### src/rtl/mult_share_arb.sv
// mult_share_arb
// Round-robin arbiter and sequencer that lets two requesters share one
// external signed WIDTH x WIDTH multiplier. One operand pair is in flight at
// a time: it is accepted in IDLE, held on mul_a/mul_b for MUL_LAT settle
// cycles in CALC, captured, and then presented on the owner's response
// channel in RESP until that requester takes it.
//
// Ports
//   clk, rst_n            clock, synchronous active-low reset
//   reqN_valid/a/b/ready  operand request channel N (N = 0, 1), signed operands
//   rspN_valid/p/ready    product response channel N, 2*WIDTH signed product
//   mul_a, mul_b          registered operands to the shared multiplier
//   mul_p                 combinational product from the shared multiplier
//   busy                  high whenever a transaction is in progress
module mult_share_arb #(
   parameter int WIDTH   = 4,
   parameter int MUL_LAT = 1
) (
   input  logic                        clk,
   input  logic                        rst_n,
   input  logic                        req0_valid,
   input  logic signed [WIDTH-1:0]     req0_a,
   input  logic signed [WIDTH-1:0]     req0_b,
   output logic                        req0_ready,
   input  logic                        req1_valid,
   input  logic signed [WIDTH-1:0]     req1_a,
   input  logic signed [WIDTH-1:0]     req1_b,
   output logic                        req1_ready,
   output logic                        rsp0_valid,
   output logic signed [2*WIDTH-1:0]   rsp0_p,
   input  logic                        rsp0_ready,
   output logic                        rsp1_valid,
   output logic signed [2*WIDTH-1:0]   rsp1_p,
   input  logic                        rsp1_ready,
   output logic signed [WIDTH-1:0]     mul_a,
   output logic signed [WIDTH-1:0]     mul_b,
   input  logic signed [2*WIDTH-1:0]   mul_p,
   output logic                        busy
);

   typedef enum logic [1:0] {
      IDLE = 2'd0,
      CALC = 2'd1,
      RESP = 2'd2
   } state_t;

   localparam logic [3:0] LAT_INIT = 4'(MUL_LAT);

   state_t                     state_q,   state_d;
   logic                       last_gnt_q, last_gnt_d;
   logic                       owner_q,   owner_d;
   logic [3:0]                 cnt_q,     cnt_d;
   logic signed [WIDTH-1:0]    mul_a_q,   mul_a_d;
   logic signed [WIDTH-1:0]    mul_b_q,   mul_b_d;
   logic signed [2*WIDTH-1:0]  result_q,  result_d;
   logic signed [2*WIDTH-1:0]  rsp0_p_q,  rsp0_p_d;
   logic signed [2*WIDTH-1:0]  rsp1_p_q,  rsp1_p_d;

   logic gnt_any;
   logic gnt_id;
   logic owner_ready;

   // Arbitration: a lone requester wins outright; on a tie the requester
   // that did not win last time is chosen.
   always_comb begin
      gnt_any = req0_valid | req1_valid;
      if (req0_valid && req1_valid) begin
         gnt_id = ~last_gnt_q;
      end else begin
         gnt_id = req1_valid;
      end
      owner_ready = owner_q ? rsp1_ready : rsp0_ready;
   end

   // State register
   always_ff @(posedge clk) begin
      if (!rst_n) begin
         state_q    <= IDLE;
         last_gnt_q <= 1'b1;
         owner_q    <= 1'b0;
         cnt_q      <= '0;
         mul_a_q    <= '0;
         mul_b_q    <= '0;
         result_q   <= '0;
         rsp0_p_q   <= '0;
         rsp1_p_q   <= '0;
      end else begin
         state_q    <= state_d;
         last_gnt_q <= last_gnt_d;
         owner_q    <= owner_d;
         cnt_q      <= cnt_d;
         mul_a_q    <= mul_a_d;
         mul_b_q    <= mul_b_d;
         result_q   <= result_d;
         rsp0_p_q   <= rsp0_p_d;
         rsp1_p_q   <= rsp1_p_d;
      end
   end

   // Next-state and datapath update
   always_comb begin
      state_d    = state_q;
      last_gnt_d = last_gnt_q;
      owner_d    = owner_q;
      cnt_d      = cnt_q;
      mul_a_d    = mul_a_q;
      mul_b_d    = mul_b_q;
      result_d   = result_q;
      rsp0_p_d   = rsp0_p_q;
      rsp1_p_d   = rsp1_p_q;
      case (state_q)
         IDLE: begin
            if (gnt_any) begin
               state_d    = CALC;
               owner_d    = gnt_id;
               last_gnt_d = gnt_id;
               cnt_d      = LAT_INIT;
               mul_a_d    = gnt_id ? req1_a : req0_a;
               mul_b_d    = gnt_id ? req1_b : req0_b;
            end
         end
         CALC: begin
            cnt_d = cnt_q - 4'd1;
            if (cnt_q == 4'd1) begin
               result_d = mul_p;
               state_d  = RESP;
            end
         end
         RESP: begin
            // The owner's visible product is committed to its holding
            // register on completion so it persists after valid drops.
            if (owner_ready) begin
               state_d = IDLE;
               if (owner_q) begin
                  rsp1_p_d = result_q;
               end else begin
                  rsp0_p_d = result_q;
               end
            end
         end
         default: begin
            state_d = IDLE;
         end
      endcase
   end

   // Outputs
   always_comb begin
      req0_ready = (state_q == IDLE) && gnt_any && !gnt_id;
      req1_ready = (state_q == IDLE) && gnt_any &&  gnt_id;
      rsp0_valid = (state_q == RESP) && !owner_q;
      rsp1_valid = (state_q == RESP) &&  owner_q;
      rsp0_p     = rsp0_valid ? result_q : rsp0_p_q;
      rsp1_p     = rsp1_valid ? result_q : rsp1_p_q;
      mul_a      = mul_a_q;
      mul_b      = mul_b_q;
      busy       = (state_q != IDLE);
   end

endmodule

### config.mk
export PLATFORM = sky130hd
export DESIGN_NAME = mult_share_arb
export DESIGN_NICKNAME = d
export VERILOG_FILES = /design/src/rtl/mult_share_arb.sv
export SDC_FILE = /design/constraint.sdc
export NUM_CORES = 1
export LEC_CHECK = 0
export ABC_AREA = 1
export ABC_CLOCK_PERIOD_IN_PS = 2300
export CAP_MARGIN = 5
export CORE_MARGIN = 1.5
export CORE_UTILIZATION = 35
export CTS_CLUSTER_SIZE = 30
export DETAILED_ROUTE_END_ITERATION = 8
export GPL_TIMING_DRIVEN = 0
export SYNTH_ARGS = -nofsm -noshare
export SYNTH_HDL_FRONTEND = slang
export SYNTH_SLANG_ARGS = --single-unit
### constraint.sdc
create_clock -name clk -period 2.3 [get_ports clk]
set_input_delay 0.345 -clock clk [delete_from_list [all_inputs] [get_ports clk]]
set_output_delay 0.345 -clock clk [all_outputs]
set_load 0.005 [all_outputs]
# Yosys cells after proc, flatten, opt, wreduce, memory -nomap -nowiden
# Cells that the tools add are included.
# totals
input_bits,30
ff_bits,40
# classes
n_eq_ne,6
reduce_logical,17
bitwise,3
mux,12
n_addsub,1
# ops
operator,n
$mux W8,2
$mux W4,3
$reduce_and A3 Y1,3
$pmux W4 S2,1
$logic_and A1 B1 Y1,6
$mux W2,3
$ne A2 B2 Y1 const B,3
$pmux W2 S3,1
$reduce_and A2 Y1,3
$eq A4 B1 Y1 const B,1
$reduce_bool A2 Y1,2
$sub A4 B1 Y4 const B,1
$eq A2 B1 Y1 const B,1
$eq A2 B2 Y1 const B,1
$logic_not A1 Y1,2
$logic_not A2 Y1,1
$mux W1,2
$not A1 Y1,2
$or A1 B1 Y1,1

# Depth between registers and ports, before layout
# depth
word_depth,4
mapped_depth,7
ltp_nobuf,7

# Least setup slack after synthesis
# OpenSTA, ideal clock, no wires.
# synth_timing
path_type,register to output
from,register state_q[0]
to,output port rsp0_p[0]
setup_slack_ns,0.925
path_stages_with_launch,7
t_required_ns,1.955
t_arrival_ns,1.030
cell_sequence,dfxtp_1 inv_1 nand2_4 nor2_4 inv_2 buf_6 o21ai_0
# synth_via
elab_chain_cells,3
# synth_lines
item,line,rtl
"start, declared",49,"state_t state_q, state_d;"
"start signal, assigned",88,state_q <= state_d;
$eq A2 B2 Y1,151,rsp0_valid = (state_q == RESP) && !owner_q;
$logic_and A1 B1 Y1,151,
net rsp0_valid,29,"output logic rsp0_valid,"
$mux W8,153,rsp0_p = rsp0_valid ? result_q : rsp0_p_q;
"end, declared",30,"output logic signed [2*WIDTH-1:0] rsp0_p,"
# The timed path passes the listed nets, and every way through them passes these cells.

# Final worst setup path
# layout_timing
from,register state_q[0]
to,output port rsp0_p[0]
# layout_via
elab_chain_cells,3
# layout_lines
item,line
$eq A2 B2 Y1,151
$logic_and A1 B1 Y1,151
$mux W8,153
# Every way passes these cells.

==> summary.md <==
| Metric | Value |
|---|---|
| Worst min-delay path category | primary input to flop |
| CTS Buf Count | 5 |
| Min cycle time layout | 2.20 ns |
| Maximum fanout along the worst path | 10 |
| Outcome | completed |
| Hold path cells | 3 |
| Clock input transition at the sequential cells of the worst setup and hold paths | 0.07 ns |
| Hold buffers post-CTS | 0 |
| Compound-Gate Fraction of Synth Area | 0.151 |
| Hpwl dp | ~3400 um |
| Synth cell types | 22 |
| Vias/cell | 4.53 |
| Initial DRC count | 91 |
| CTS H-tree depth | 2 |
| EDFF count, synth | 0 |
| Grt ovf | 0 |
| Die Ht | 76.2 um |
| Wl on met1 | approximately 2300 um |
| DRC | 0 |
| Syn-to-layout area delta | 43.4% |
| Fin crit share | 0.956 |
| Top_reg_cell synth | dfxtp_1 |
| Worst-margin pin slew | approximately 0.46 ns |
| CTS tree | built |
| Initial core utilization | 0.365 |
| R2R Path End | rsp1_p_q[5]$_SDFFE_PN0P_ |
| Post-synthesis mux area share | 0 |
| Worst hold endpoint | result_q[3]$_SDFFE_PN0P_ |
| Worst-Skew Late Latency | about 0.29 ns |
| Max Fclk | 455 MHz |
| Initial antenna violation count | 0 |
| R2r worst-path depth | 5 |
| Mapped Avg Cell Area | 6.95 sq um |
| Adder-cell share of the synthesized area | 0.0133 |
| Synth Cell Area | roughly 1900 sq um |
| Critical path type | flop to primary output |
| Endpoint type of the worst setup path | primary output |
| XOR/XNOR share of the synthesized area | 0 |
| Endpoints failing setup | 0 |
| Met2 Wirelength | about 2100 um |
| Pre-CTS setup slack | -0.0488 ns |
| Gpl congestion | 0.761 |
| Slew Limit Fails | 0 |
| Site Rows | 26 |
| Ys async rst share | 0 |
| Seq cells post-synth | 40 |
| Max_slew headroom | 0.692 |
| Die area | 5810 sq um |
| First-pass GRT wire length | 7860 um |
| Main combinational cell family by area after synthesis | simple AND/OR/NAND/NOR gates |
| Placeable Area | a little over 5000 sq um |
| FF-to-FF setup slack | roughly 1.1 ns |
| Io pins | between 50 and 60 |
| Critical path required time | between 1.5 and 2 ns |
| DR top layer | met4 |
| Arrival @ worst endpoint | 1.85 ns |
| Clock Tree Buf Depth | 2 |
| Antenna cells | 0 |
| Vias in the first global route | roughly 1,700 |
| ANT nets after route | 0 |
| Simple-gate area share of the yosys netlist | 0.318 |
| Sequential fraction of the synthesis area | 0.427 |
| 1st-pass router iterations | 4 |
| Unrepaired setup endpoints after global routing | yes |
| Drt wl/cell | approximately 11 um |
| Share of cells above drive strength 1 | 0.104 |
| Gr usage total | 0.170 |
| Worst vdd ir | roughly 0.0004 V |
| Largest net degree at the start of global routing | 13 |
| WL final | 4640 um |
| PD cells | roughly 630 nW/um^2 |
| P_leak | between 1 and 1.5 nW |
| Syn nets | 302 |
| Yosys warns | 0 |
| Total clock sinks | 40 |
| Nets | 367 |
| Die width | between 70 and 80 um |
| Fin. Hold Viols | 0 |
| PortBufs | between 50 and 60 |
| HP Start | rst_n |
| Post-synthesis cell count | 270 |
| Crit Reg-Reg Startpoint | owner_q$_SDFFE_PN0P_ |
| Startpoint types | flop |
| Hold WS | ~0.39 ns |
| Setup Skew | slightly below 0.007 ns |
| Max-cap violation count | 0 |
| Routed wl met3 | between 150 and 200 um |
| Fillers | about 560 |
| Setup slack after layout | roughly 0.1 ns |
| Vias | around 1,800 |
| Root buffer selected by CTS | clkbuf_8 |
layout make-up:
cell class	instances	area (sq um)	share of cell area
multi-input cells	197	923	0.343
repair buffers	58	598	0.222
inverters	25	95.1	0.0354
flip-flops and latches	40	803	0.299
well taps	70	87.6	0.0326
clock buffers	6	72.6	0.0270
plain buffers	8	73.8	0.0275
clock inverters	2	35.0	0.0130
placed cells by master, fill, tap and decap left out, types with 2 or more instances in the layout:
master           synthesis  final
a21oi_1                 23     23
buf_4                    1      3
buf_6                    4      4
clkbuf_1                 1      2
clkbuf_8                 0      5
clkdlybuf4s50_1          0     47
clkinv_2                 1      2
dfxtp_1                 40     38
dfxtp_2                  0      2
dlymetal6s2s_1           1     10
ha_1                     2      2
inv_1                   21     20
inv_2                    3      4
nand2_1                 76     75
nand2_2                  2      2
nand2_4                  1      2
nand3_1                 17     17
nor2_1                  36     35
nor2_4                   4      4
o21ai_0                 29     22
o21ai_1                  3     10
or2_2                    2      2
registers in the layout (all words and copies together) (netlist names):
register and cells:
state_q 2, rsp1_p_q 8, cnt_q 4, mul_b 4, last_gnt_q 1, mul_a 4, owner_q 1, rsp0_p_q 8
result_q 8
power breakdown:
part           leakage (nW)  total [mW]  switching [mW]  internal, mW
clock                0.0552       0.555           0.233         0.322
combinational         0.796       0.361           0.181         0.180
sequential            0.327       0.790          0.0450         0.745
cells in the mapped netlist, types with 2 or more instances:
library cell / n / area, sq um
nand3_1: 17 / 85.1
inv_1: 21 / 78.8
nand2_1: 76 / 285
ha_1: 2 / 25.0
nor2_4: 4 / 45.0
or2_2: 2 / 12.5
nand2_2: 2 / 12.5
a21oi_1: 23 / 115
nor2_1: 36 / 135
inv_2: 3 / 11.3
o21ai_1: 3 / 15.0
o21ai_0: 29 / 145
dfxtp_1: 40 / 801
buf_6: 4 / 45.0
cell families after synthesis:
kind of cell    count (synthesis)
flops                          40
compound gates                 56
buf+inv                        33
fa+ha+maj                       2
simple gates                  139
per-layer routing:
layer,vias to the layer above,track usage
li1,988,-
met1,809,0.223
met2,37,0.271
met3,5,0.0419
met4,0,0.0611
met5,-,0
how the worst max path moves through the flow:
stage                       to                    start  slack (ns)  cells past startpoint
global route         rsp1_p[6]  state_q[0]$_SDFFE_PN0P_     -0.0007                      7
floorplan            rsp0_p[0]  state_q[0]$_SDFFE_PN0P_        0.93                      6
CTS                  rsp1_p[6]     owner_q$_SDFFE_PN0P_       0.003                      6
global placement    req1_ready               req0_valid       -0.05                      7
finish               rsp0_p[0]  state_q[0]$_SDFFE_PN0P_        0.10                      7
detailed placement  req1_ready               req0_valid       -0.05                      7
what timing repair did:
item,4_1_cts,5_1_grt
gates resized for setup,3,20
buffers inserted,0,2
endpoints found under the setup margin,3,15
pin swaps,0,1
worst max-delay path, cell delays in order, from the launching register on:
cell and delay (ns):
dfxtp_1 0.33, inv_2 0.10, nand2_4 0.09, nor2_4 0.13, inv_2 0.10, buf_6 0.15
o21ai_0 0.15, clkdlybuf4s50_1 0.52
stage by stage:
step	cell area (sq um)	total power, mW	TNS, ns	std cells	utilization
2_1_floorplan	1880	1.00	0	270	-
6_report	2690	1.71	0	406	0.523
5_1_grt	2690	1.82	-0.000661	406	0.523
3_3_place_gp	2520	1.15	-0.0561	396	0.491
4_1_cts	2640	1.71	0	404	0.513
3_5_place_dp	2520	1.16	-0.0593	396	0.491
(Power assumes the default switching activity.)
